--- config.mk ---
export PLATFORM = sky130hd
export DESIGN_NAME = multi_nibble_alu_seq
export DESIGN_NICKNAME = d
export VERILOG_FILES = /design/src/rtl/multi_nibble_alu_seq.sv
export SDC_FILE = /design/constraint.sdc
export NUM_CORES = 1
export LEC_CHECK = 0
export CORE_ASPECT_RATIO = 0.5
export CORE_MARGIN = 5
export CORE_UTILIZATION = 30
export DETAILED_ROUTE_END_ITERATION = 8
export GPL_ROUTABILITY_DRIVEN = 1
export SLEW_MARGIN = 30
export SYNTH_ARGS = -nofsm -noshare
export SYNTH_HDL_FRONTEND = slang
export SYNTH_SLANG_ARGS = --single-unit
--- constraint.sdc ---
create_clock -name clk -period 2.54 [get_ports clk]
set_input_delay 0.508 -clock clk [delete_from_list [all_inputs] [get_ports clk]]
set_output_delay 0.508 -clock clk [all_outputs]
set_load 0.1 [all_outputs]
--- src/rtl/multi_nibble_alu_seq.sv ---
// Multi-nibble add/subtract sequencer for a shared 4-bit arithmetic unit.
// Each clock it presents one nibble of the latched operands to the unit,
// starting with the least significant nibble. The carry or borrow that comes
// back is stored in a register and used for the next nibble. When every
// nibble is done, it raises a one-cycle done pulse and holds the full-width
// result, carry/borrow and signed-overflow flag until the next op is accepted.
//
//    state  | meaning
//    IDLE   | ready high, unit opcode idle, waiting for start
//    RUN    | one nibble per clock through the external unit, LSB first
//    DONE   | one-cycle done pulse, then back to IDLE
module multi_nibble_alu_seq #(
   parameter int NIBBLES = 4
) (
   input  logic                   clk,
   input  logic                   rst,
   input  logic                   start,
   input  logic                   op_sub,
   input  logic                   cin,
   input  logic [4*NIBBLES-1:0]   a_in,
   input  logic [4*NIBBLES-1:0]   b_in,
   output logic                   ready,
   output logic                   done,
   output logic [4*NIBBLES-1:0]   result,
   output logic                   cout,
   output logic                   ovf,
   output logic [1:0]             au_op,
   output logic [3:0]             au_a,
   output logic [3:0]             au_b,
   output logic                   au_cin,
   input  logic [3:0]             au_add_y,
   input  logic [3:0]             au_sub_y,
   input  logic                   au_cout,
   input  logic                   au_ovf
);

   localparam int WIDTH = 4 * NIBBLES;
   localparam int IDXW  = (NIBBLES > 1) ? $clog2(NIBBLES) : 1;
   localparam logic [IDXW-1:0] IDX_LAST = IDXW'(NIBBLES - 1);

   localparam logic [1:0] S_IDLE = 2'd0;
   localparam logic [1:0] S_RUN  = 2'd1;
   localparam logic [1:0] S_DONE = 2'd2;

   localparam logic [1:0] OP_IDLE = 2'b00;
   localparam logic [1:0] OP_ADD  = 2'b01;
   localparam logic [1:0] OP_SUB  = 2'b10;

   logic [1:0]       state;
   logic [IDXW-1:0]  idx;
   logic             carry;
   logic [WIDTH-1:0] a_lat;
   logic [WIDTH-1:0] b_lat;
   logic             op_lat;

   logic [3:0] nib_y;
   logic       a_msb;
   logic       b_msb;
   logic       ovf_next;

   // The unit computes both paths at once, and its own overflow output only
   // covers the add path. Full-width overflow is derived locally instead.
   logic unused_inputs;
   assign unused_inputs = au_ovf;

   // Combinational view of the unit result and the overflow on the final nibble
   always_comb begin
      nib_y    = op_lat ? au_sub_y : au_add_y;
      a_msb    = a_lat[WIDTH-1];
      b_msb    = b_lat[WIDTH-1];
      ovf_next = 1'b0;
      if (op_lat)
         ovf_next = (a_msb != b_msb) && (nib_y[3] != a_msb);
      else
         ovf_next = (a_msb == b_msb) && (nib_y[3] != a_msb);
   end

   // Drive the unit and the handshake outputs from the registered state
   always_comb begin
      ready  = (state == S_IDLE);
      done   = (state == S_DONE);
      au_op  = OP_IDLE;
      au_a   = 4'd0;
      au_b   = 4'd0;
      au_cin = carry;
      if (state == S_RUN) begin
         au_op = op_lat ? OP_SUB : OP_ADD;
         au_a  = a_lat[{idx, 2'b00} +: 4];
         au_b  = b_lat[{idx, 2'b00} +: 4];
      end
   end

   // Sequencer state, operand latches and nibble-by-nibble result accumulation
   always_ff @(posedge clk) begin
      if (rst) begin
         state  <= S_IDLE;
         idx    <= '0;
         carry  <= 1'b0;
         a_lat  <= '0;
         b_lat  <= '0;
         op_lat <= 1'b0;
         result <= '0;
         cout   <= 1'b0;
         ovf    <= 1'b0;
      end else begin
         case (state)
            S_IDLE: begin
               if (start) begin
                  a_lat  <= a_in;
                  b_lat  <= b_in;
                  op_lat <= op_sub;
                  carry  <= cin;
                  idx    <= '0;
                  result <= '0;
                  state  <= S_RUN;
               end
            end
            S_RUN: begin
               result[{idx, 2'b00} +: 4] <= nib_y;
               carry <= au_cout;
               if (idx == IDX_LAST) begin
                  cout  <= au_cout;
                  ovf   <= ovf_next;
                  idx   <= '0;
                  state <= S_DONE;
               end else begin
                  idx <= idx + IDXW'(1);
               end
            end
            S_DONE: state <= S_IDLE;
            default: state <= S_IDLE;
         endcase
      end
   end

endmodule

==> flow_summary.toml, run 1 <==
[sta]
period_needed_ns = 2.32
setup_viol = 0
relSlewSlack = 0.630
fmax_ghz = 0.431
finalCritPeriodShare = 0.913
fin_skew_ns = 0.00294
slew_viol_final = 0
worst_pin_slew_ns = 0.554
finalHoldViolations = 0
rsz0062_at_grt = "false"
finalSetupTns_ns = 0

[floorplan]
fp.dieH_um = 75.5
core_sq_um = 8170
start_util = 0.315
rows = 23
die_w_um = 141
dieArea_sq_um = 10600
num_io_pins = 78

[cts]
tritoncts = "done"
hold_buffers = 0
post_cts_buffers = 0
clk_root_buffer_cell = "clkbuf_16"
cts_sinks = 56
post_cts_resized = 0
h-tree-depth = 2
clock_latency_ns = 0.29
cts_buffers = 5
clk_path_buf_depth = 2
clkTransAtPathRegs_ns = 0.07

[min_path]
hold_class = "flop to flop"
hold_start = "a_lat[11]$_SDFFE_PP0P_"

[power_and_ir_drop]
leakagePower_uw = 0.00136
total_power_uw = 2090
ir_drop_mv = 0.269
cellPowerDensity_nw_per_um2 = 584

[layout]
drive_above_1_share = 0.177
fin_util = 0.439
final_common_cell = "nand2_1"
fill_cells = 817
design_area_sq_um = 3590
diodes = 0
layout_common_cells = "nand2_1 (68), dfxtp_1 (56), a21oi_1 (45)"
final_nets = 405
area_growth_pct = 39.4

[worst_setup_path]
critical_path_class = "flop to output port"
critPathCaptureType = "output port"
max_stage_delay_ns = 0.57
critPathLaunchType = "flop"
rrSetupSlack_ns = 0.53
required_ns = 2.03
r2r_start = "idx[1]$_SDFFE_PP0P_"
crit_path_cell_trace = "buf_4 > mux4_1 > and2_1 > buf_12"
slowest_stage = "mux4_1"
startpoint = "idx[0]$_SDFFE_PP0P_"
cp.arrival_ns = 1.81
cp_max_fo = 17
timing.critical_path.buf_inv = 2
crit_family = "multiplexers"

[route]
drt_iter0_drc = 108
ant_nets = 0
vias_per_cell = 4.77
drc = 0
via_count = 2207
first_pass_iters = 4
detail_route.wl_per_cell_um = 14.4
drt-total-wl_mm = 6.68

[yosys]
synth_flop_cell = "dfxtp_1"
synth_warnings = 0
yosys.area_share.adder = 0.0292
avgSynthCellArea_sq_um = 9.12
syn_inst = 282
synth_top_family_by_area = "simple AND/OR/NAND/NOR gates"
synth.area.mux_share = 0.117
synth-seq-area-share = 0.436
synth_edf_count = 0
synth_compound_area_frac = 0.145
synth-simple-area-share = 0.204
async_flop_share = 0
synth.distinct_cells = 37
syn-cell-area_sq_um = 2570
ys_seq_elements = 56
synth_fp_nets = 335
synthXorXnorAreaFrac = 0

[grt]
grt_max_degree = 38
grt_usage = 0.125
antenna_found_initial = 0
grt-ovfl-total = 0
first_global_vias = 2255
grt_first_pass_wirelength_mm = 10.7

[outcome]
status = "finished clean"

[place]
gp_congestion = 0.755
dp_hpwl_mm = 4.99
numPortBuffers = 76
place_area_sq_um = 3430

[job]
maxCapViolCount = 0
cells by family (layout without fill, tap and decap cells):
group,Yosys count,in the layout
muxes,19,19
AOI/OAI and AO/OA,66,66
buffers and inverters,27,96
DFF,56,56
adders and majority gates,6,6
and+or+nand+nor,108,108
worst paths after layout:
| path | to | cells past startpoint |
|---|---|---|
| min | a_lat[11]$_SDFFE_PP0P_ | 2 |
| min reg2reg | a_lat[11]$_SDFFE_PP0P_ | 2 |
| max reg2reg | result[0]$_SDFFE_PP0P_ | 6 |
| max | au_a[3] | 4 |
metrics by stage:
step	cells	worst slack, ns	hold slack (ns)
after floorplan	282	0.149	0.432
after global placement	457	0.423	0.442
after detailed placement	457	0.414	0.444
after CTS	463	0.191	0.454
after global routing	463	0.137	0.471
final	463	0.221	0.450
state kept, by name, summed over array words and instances, names as in the netlist:
register,flops
state,2
op_lat,1
a_lat,16
cout,1
ovf,1
idx,2
result,16
au_cin,1
b_lat,16
cells in the mapped netlist, types with 2 or more instances:
cell type  count  area [sq um]
nor2_1         8          30.0
o2bb2ai_1      4          35.0
ha_1           6          75.1
a22o_1         4          35.0
buf_6          9           101
and2_1         9          56.3
nand2_1       68           255
a21oi_1       45           225
o21ai_0        8          40.0
nand4_1        4          25.0
dfxtp_1       56          1120
mux2i_1        5          50.1
buf_2          5          25.0
nand3b_1       2          15.0
mux4_2         7           158
clkbuf_1       5          18.8
inv_1          7          26.3
nand3_1        7          35.0
mux2_2         5          56.3
cell type report:
cell class,instances,area [sq um],share of cell area
Clock inverter,1,30.0,0.00837
Tap cell,112,140,0.0391
Sequential cell,56,1120,0.313
Inverter,7,26.3,0.00732
Multi-Input combinational cell,199,1280,0.356
Clock buffer,5,125,0.0349
Timing Repair Buffer,83,868,0.242
per-layer routing:
metal	GRT usage	wire (um)	vias up
li1	-	-	1106
met1	0.157	3050	1045
met2	0.211	3190	46
met3	0.0364	348	10
met4	0.0430	87	0
met5	0	0	-
tightest hold or removal path, delay by kind of cell (launching register included):
kind / cells / cell delay [ns]
flops: 1 / 0.31
simple gates: 1 / 0.05
compound gates: 1 / 0.05
where the power goes:
group	total (uW)	internal, uW	switching, uW
Combinational	400	174	227
Sequential	947	918	29.0
Clock	746	454	292
Total	2090	1550	548
No activity file was read; power rests on OpenSTA's default activity.
==> run 2, diff against run 1 <==
Settings changed: SKIP_LAST_GASP from default to 1.
==> results of run 2 <==
Final layout, timing and power as in run 1 (identical DEF).
